===== config.mk =====
export PLATFORM = sky130hd
export DESIGN_NAME = i_fetch
export DESIGN_NICKNAME = d
export VERILOG_FILES = /design/src/rtl/i_fetch_pkg.sv /design/src/rtl/i_fetch_mem.sv /design/src/rtl/i_fetch.sv
export SDC_FILE = /design/constraint.sdc
export NUM_CORES = 2
export LEC_CHECK = 0
export ABC_AREA = 0
export BUFFER_PORTS_ARGS = -buffer_cell sky130_fd_sc_hd__buf_2
export CAP_MARGIN = 20
export CORE_ASPECT_RATIO = 0.9
export CORE_MARGIN = 2
export CORE_UTILIZATION = 49
export DETAILED_ROUTE_END_ITERATION = 16
export PLACE_DENSITY_LB_ADDON = 0.12
export SLEW_MARGIN = 15
export SYNTH_ARGS = -nofsm -noshare
export SYNTH_HDL_FRONTEND = slang
export SYNTH_SLANG_ARGS = --single-unit

===== constraint.sdc =====
create_clock -name clk -period 2.88 [get_ports clk]
set_clock_uncertainty 0.05 [all_clocks]
set_input_delay 0.144 -clock clk [delete_from_list [all_inputs] [get_ports clk]]
set_output_delay 0.144 -clock clk [all_outputs]
set_load 0.02 [all_outputs]

===== src/rtl/i_fetch_pkg.sv =====
// i_fetch_pkg: word width, NOP encoding and opcode constants shared by fetch and decode.
package i_fetch_pkg;
  localparam int WORD_W = 32;
  localparam logic [WORD_W-1:0] NOP_INSTR = 32'h0;
  typedef enum logic [5:0] {
    OP_RTYPE = 6'h00,
    OP_J     = 6'h02,
    OP_BEQ   = 6'h04,
    OP_BNE   = 6'h05,
    OP_LW    = 6'h23,
    OP_SW    = 6'h2B
  } opcode_e;
  function automatic logic [WORD_W-1:0] word_align(input logic [WORD_W-1:0] a);
    return {a[WORD_W-1:2], 2'b00};
  endfunction
endpackage


===== src/rtl/i_fetch_mem.sv =====
// i_mem: instruction memory, one synchronous write port and one combinational read port;
// byte addresses outside DEPTH words are ignored on write and read back as NOP.
module i_mem
  import i_fetch_pkg::*;
#(
  parameter int DEPTH = 128
) (
  input  logic              clk,
  input  logic              we_i,
  input  logic [WORD_W-1:0] waddr_i,
  input  logic [WORD_W-1:0] wdata_i,
  input  logic [WORD_W-1:0] raddr_i,
  output logic [WORD_W-1:0] rdata_o
);
  localparam int AW = $clog2(DEPTH);
  logic [WORD_W-1:0] mem_q [DEPTH] = '{default: '0};
  logic w_ok, r_ok, unused_bits;
  assign w_ok = waddr_i[WORD_W-1:AW+2] == '0;
  assign r_ok = raddr_i[WORD_W-1:AW+2] == '0;
  assign unused_bits = ^{waddr_i[1:0], raddr_i[1:0]};
  always_ff @(posedge clk) begin
    if (we_i && w_ok) mem_q[waddr_i[AW+1:2]] <= wdata_i;
  end
  assign rdata_o = r_ok ? mem_q[raddr_i[AW+1:2]] : NOP_INSTR;
endmodule


===== src/rtl/i_fetch.sv =====
// i_fetch: MIPS IF stage owning the PC, reading instruction memory and loading IF/ID;
// a taken branch beats flush, which beats stall.
module i_fetch
  import i_fetch_pkg::*;
#(
  parameter int                IMEM_DEPTH = 128,
  parameter logic [WORD_W-1:0] RESET_PC   = 32'h00000000
) (
  input  logic              clk,
  input  logic              rst,
  input  logic              PCSrc,
  input  logic [WORD_W-1:0] EX_MEM_NPC,
  input  logic              stall,
  input  logic              flush,
  input  logic              imem_we,
  input  logic [WORD_W-1:0] imem_waddr,
  input  logic [WORD_W-1:0] imem_wdata,
  output logic [WORD_W-1:0] PC,
  output logic [WORD_W-1:0] IF_ID_instr,
  output logic [WORD_W-1:0] IF_ID_NPC,
  output logic              IF_ID_valid
);
  logic [WORD_W-1:0] pc_q, pc_d, instr_q, instr_d, npc_q, npc_d, fetch_word, pc_plus4;
  logic valid_q, valid_d, bubble, hold;
  i_mem #(.DEPTH(IMEM_DEPTH)) u_mem (
    .clk    (clk),
    .we_i   (imem_we),
    .waddr_i(imem_waddr),
    .wdata_i(imem_wdata),
    .raddr_i(pc_q),
    .rdata_o(fetch_word)
  );
  assign pc_plus4 = pc_q + 32'd4;
  assign bubble   = PCSrc || flush;
  assign hold     = stall && !bubble;
  always_comb begin
    pc_d    = PCSrc ? word_align(EX_MEM_NPC) : hold ? pc_q : pc_plus4;
    instr_d = bubble ? NOP_INSTR : hold ? instr_q : fetch_word;
    npc_d   = bubble ? '0 : hold ? npc_q : pc_plus4;
    valid_d = bubble ? 1'b0 : hold ? valid_q : 1'b1;
  end
  always_ff @(posedge clk or posedge rst) begin
    if (rst) begin
      pc_q    <= RESET_PC;
      instr_q <= NOP_INSTR;
      npc_q   <= '0;
      valid_q <= 1'b0;
    end else begin
      pc_q    <= pc_d;
      instr_q <= instr_d;
      npc_q   <= npc_d;
      valid_q <= valid_d;
    end
  end
  assign PC          = pc_q;
  assign IF_ID_instr = instr_q;
  assign IF_ID_NPC   = npc_q;
  assign IF_ID_valid = valid_q;
endmodule


Word level (Yosys, flattened, before mapping) --
Memory sizes are Yosys's and may differ from the RTL's. Cells that the tools add are included.
Word-level totals: register bits after elaboration 97, bits in writable memories 4096, input bits 102, output and inout port bits 97, logic and storage cells 24, memories kept 1
Memories:
- u_mem.mem_q | words 128, bits a word 32, rd ports 1, clocked after Yosys merged registers in 0, wr ports 1, line i_fetch_mem.sv:16 | logic [WORD_W-1:0] mem_q [DEPTH] = '{default: '0};
Cells by class: $add $sub $neg 1, equal/unequal tests 2, mux-type cells 10, reductions and logical operators 6
Operators with widths (number):
- $mux W32 | 6
- $logic_not A23 Y1 | 2
- $add A32 B3 Y32 const B | 1
- $mux W1 | 4
- $ne A2 B2 Y1 const B | 2
- $logic_and A1 B1 Y1 | 2
- $logic_not A1 Y1 | 1
- $logic_or A1 B1 Y1 | 1

Longest topological paths before layout --
depth in word-level cells 5, depth in mapped cells 13

Modules after synthesis --
Synthesis repeated with hierarchy kept, for this count alone.
Second synthesis, totals: cell total of the unflattened synthesis 8376, area, all modules 162691.0 µm²
Modules (own cells, without submodules):
- i_mem | instances 1, cells each 7897, area each 157941.5 µm², seq. area each 122998.0 µm²
- i_fetch | instances 1, cells each 479, area each 4749.6 µm², seq. area each 2352.3 µm²

Worst setup path after synthesis --
OpenSTA, ideal clock, no wires.
path kind input to register, start point input port imem_waddr[28], end point memory u_mem.mem_q[127][0] (enable), library setup time 0.421 ns, arrival time 2.737 ns, data required time 2.409 ns, slack -0.328 ns, stages on the path 6, path through nor4b_1 -> nand4_1 -> nor3_1 -> nand3_1 -> clkbuf_1 -> nor2_1
On the way: longest elaborated chain between the ends 4
RTL lines:
- start, declared | line i_fetch.sv:16 | input logic [WORD_W-1:0] imem_waddr,
- $logic_not A23 Y1 | line i_fetch_mem.sv:18 | assign w_ok = waddr_i[WORD_W-1:AW+2] == '0;
- $logic_and A1 B1 Y1 | line i_fetch_mem.sv:22 | if (we_i && w_ok) mem_q[waddr_i[AW+1:2]] <= wdata_i;
- $mux W1 | line i_fetch_mem.sv:22
- $mux W1 (implied by the code) | line i_fetch_mem.sv:22
- end, declared | line i_fetch_mem.sv:16
No other way between the ends.

Worst setup path after layout --
start point register pc_q[2], in the netlist PC[2], end point register instr_q[3], in the netlist IF_ID_instr[3]
On the way: longest elaborated chain between the ends 4
RTL lines:
- start, declared | line i_fetch.sv:23 | logic [WORD_W-1:0] pc_q, pc_d, instr_q, instr_d, npc_q, npc_d, fetch_word, pc_plus4;
- start signal, assigned | line i_fetch.sv:49 | pc_q <= pc_d;
- $mem_v2 Z128 W32
- $mux W32 | line i_fetch_mem.sv:24 | assign rdata_o = r_ok ? mem_q[raddr_i[AW+1:2]] : NOP_INSTR;
- $mux W32 (2 in a row) | line i_fetch.sv:38 | instr_d = bubble ? NOP_INSTR : hold ? instr_q : fetch_word;
- end signal, assigned | line i_fetch.sv:50 | instr_q <= instr_d;
- end, declared | line i_fetch.sv:23
No other way between the ends. The select of a mux whose other input is x is not followed. A chain may end at the register's enable or synchronous reset.

==> flow_summary.ini <==
[outcome]
status = finished with violations
violations = setup timing

[die]
ios = 199
die_y_um = 549
fp.coreArea_um2 = 329000
initial_core_util_pct = 49.1
fp.dieArea_um2 = 334000
chipWidth_um = 609
fp-row-count = 200

[setup_path]
reg2reg_depth = 12
regToRegSetupSlack_ns = -0.31
critPathMaxFanout = 7
path_class = flop to flop
reg2reg_from = PC[2]
cp.arrival_ns = 3.96
required_ns = 3.65
crit_path_end_kind = flop
rr_endpoint = IF_ID_instr[3]
worst_setup_path_start_kind = flop

[yosys]
avgSynthCellArea_um2 = 21.0
ys_ff_latch = 4189
synth_area_leaders = edfxtp_1, mux4_2, mux2i_1, dfrtp_1, nand2_1
synth-main-ff-cell = edfxtp_1
synth_top_area_cell = edfxtp_1
yosysWarningCount = 0
synth_area_um2 = 162000
ys_types = 63
syn_inst = 7680
synth_top_area_share_pct = 76.1
seq_area_frac_synth_pct = 77.5
synth-async-reset-ratio_pct = 2.22
synth-edff-count = 4096

[job]
drv_cap = 0

[timing]
timing.final.crit_share_pct = 111
postLayoutSetupSlackWorst_ns = -0.309
worst_pin_slew_ns = 1.21
finalCriticalPeriod_ns = 3.19
drv_slew = 0
fmax_ghz = 0.314
setup_violations = 32
hold_viol = 0
rsz0062_at_grt = yes
tns_ns = -7.48
holdWs_ns = 0.0695
slew_headroom_pct = 19.6

[power_and_ir_drop]
powerDensity_nw_per_um2 = 723
seq_power_share_pct = 46.9
power_switching_mw = 35.5
p_leak_nw = 64.9
clockPowerShare_pct = 38.2
internal_power_mw = 107
p_sw_share_pct = 24.9
total_power_mw = 143
peakVddDrop_mv = 0.527
combPwrFrac_pct = 14.9

[worst_hold_path]
hold_start = imem_waddr[6]
holdPathStages = 5
min_path_type = input port to flop
min_to = u_mem.mem_q[53][29]

[placement]
pre_cts_slack_ns = -1.21
numPortBuffers = 190
place.gp.congestion = 0.907
placedCellCount = 12700
dp_hpwl_um = 306000

[route]
drcViolationCount = 0
ant_nets = 0
routedWlPerCell_um = 36.5
drtPass1Iterations = 6
totalWireLength_um = 503000
viasPerCell = 6.37
drt_iter0_drc = 13900
route.vias.total = 87800

[clocking]
h-tree-depth = 5
cts_buffer_depth = 4
cts_made_buffers = 426
insertion_delay_ns = 1.00
path_clk_slew_ns = 0.06
root_buffer = clkbuf_16
cts_tree = built
cts.sinks = 4189

[cells_and_area]
drive_gt1_share_pct = 33.6
nNetsFinal = 9181
layout_commonest_cell = edfxtp_1
most-common-layout-cells = edfxtp_1, mux4_2, buf_4, mux2i_1, clkbuf_16
area_growth_pct = 22.3
stdcell_count = 13800

[global_routing]
grt_pass1_vias = 85000
grt_max_degree = 129
grt-ovfl-total = 0
antenna_found_initial = 36
grt_usage_pct = 29.8
grt_pass1_wl_um = 690000
[cells by family (layout without fill, tap and decap cells)]
group	after synthesis	count (layout)	synth area share, %
AOI/OAI and AO/OA	685	685	3.01
xor gates and xnor gates	55	55	0.298
adders and majority gates	1	1	0.00774
buffers and inverters	456	2208	1.53
DFF	4189	4189	77.5
muxes	1412	1412	15.2
other	1	13	0.00232
and+or+nand+nor	881	881	2.45
[worst max path at each step]
| stage | endpoint | startpoint | slack, ns |
|---|---|---|---|
| after floorplan | u_mem.mem_q[127][0] | imem_waddr[28] | -0.33 |
| after global placement | IF_ID_instr[1] | PC[4] | -2.15 |
| after detailed placement | IF_ID_instr[16] | PC[2] | -1.21 |
| after CTS | IF_ID_instr[26] | PC[2] | -0.26 |
| after global routing | IF_ID_instr[31] | PC[2] | -0.35 |
| final | IF_ID_instr[3] | PC[2] | -0.31 |
[synth_stat cells (all sizes together), types with 12 or more instances]
| cell | n |
|---|---|
| clkbuf | 195 |
| o221ai | 25 |
| nor4 | 31 |
| mux4 | 821 |
| nand2 | 395 |
| a22o | 21 |
| o21ai | 62 |
| o21bai | 21 |
| nor3 | 50 |
| xnor2 | 33 |
| a2111oi | 24 |
| o22ai | 92 |
| mux2 | 77 |
| a221oi | 56 |
| buf | 252 |
| o2111ai | 12 |
| and3 | 19 |
| a211oi | 18 |
| nor2b | 22 |
| a221o | 25 |
| nor2 | 185 |
| nor4b | 12 |
| a21oi | 126 |
| a31oi | 18 |
| nand3 | 94 |
| mux2i | 514 |
| a32o | 20 |
| nand4 | 23 |
| nand3b | 19 |
| edfxtp | 4096 |
| dfrtp | 93 |
| a22oi | 138 |
| xor2 | 22 |
[area by class of cell]
type,count,area [um2]
clock buffers,517,11300
inverters,9,52.6
clock inverters,268,2390
well taps,4343,5430
repair buffers,1414,16400
multi-input cells,3038,36700
flip-flops and latches,4189,125000
fillers,23200,131000
diodes,9,22.5
[per-layer routing]
layer  vias to the layer above  global-route usage (%)  wire (um)
met2                      4965                    44.4     227000
met4                        10                    10.4      19600
li1                      34900                       -          -
met1                     47200                    44.7     206000
met3                       745                    5.07      50500
met5                         -                       0         67
[per-stage QoR]
step / utilization [%] / area, um2
after floorplan: - / 162000
after global placement: 54.1 / 178000
after detailed placement: 54.2 / 178000
after CTS: 59.8 / 197000
after global routing: 60.1 / 198000
final: 60.1 / 198000
[power groups by stage]
stage / sequential (mW) / combinational [mW] / clock (mW)
final: 67.1 / 21.3 / 54.6
after global routing: 67.0 / 21.9 / 57.5
after CTS: 67.1 / 20.7 / 55.1
after detailed placement: 68.4 / 18.7 / 0
after global placement: 68.3 / 18.5 / 0
after floorplan: 68.4 / 9.23 / 0
[worst max-delay path, stage by stage, from the launching register on]
cell	delay, ns
dfrtp_4	0.43
buf_12	0.18
buf_16	0.21
buf_16	0.17
buf_12	0.11
bufbuf_16	0.24
buf_8	0.14
mux4_2	0.50
o21bai_1	0.14
a221oi_1	0.13
buf_4	0.17
a21oi_4	0.36
a221oi_1	0.14
[what timing repair did]
| action | in CTS | in global routing |
|---|---|---|
| pin swaps | 63 | 29 |
| setup buffers | 56 | 45 |
| resized for setup | 355 | 119 |
| endpoints found under the hold margin | 3297 | 0 |
| gates cloned | 33 | 8 |
| hold buffers | 137 | 0 |
| endpoints found under the setup margin | 39 | 39 |
[state kept, by name (all words and copies together), names as in the netlist]
| register | flops |
|---|---|
| IF_ID_NPC | 30 |
| IF_ID_instr | 32 |
| IF_ID_valid | 1 |
| PC | 30 |
| u_mem.mem_q | 4096 |
(Power assumes the default switching activity.)
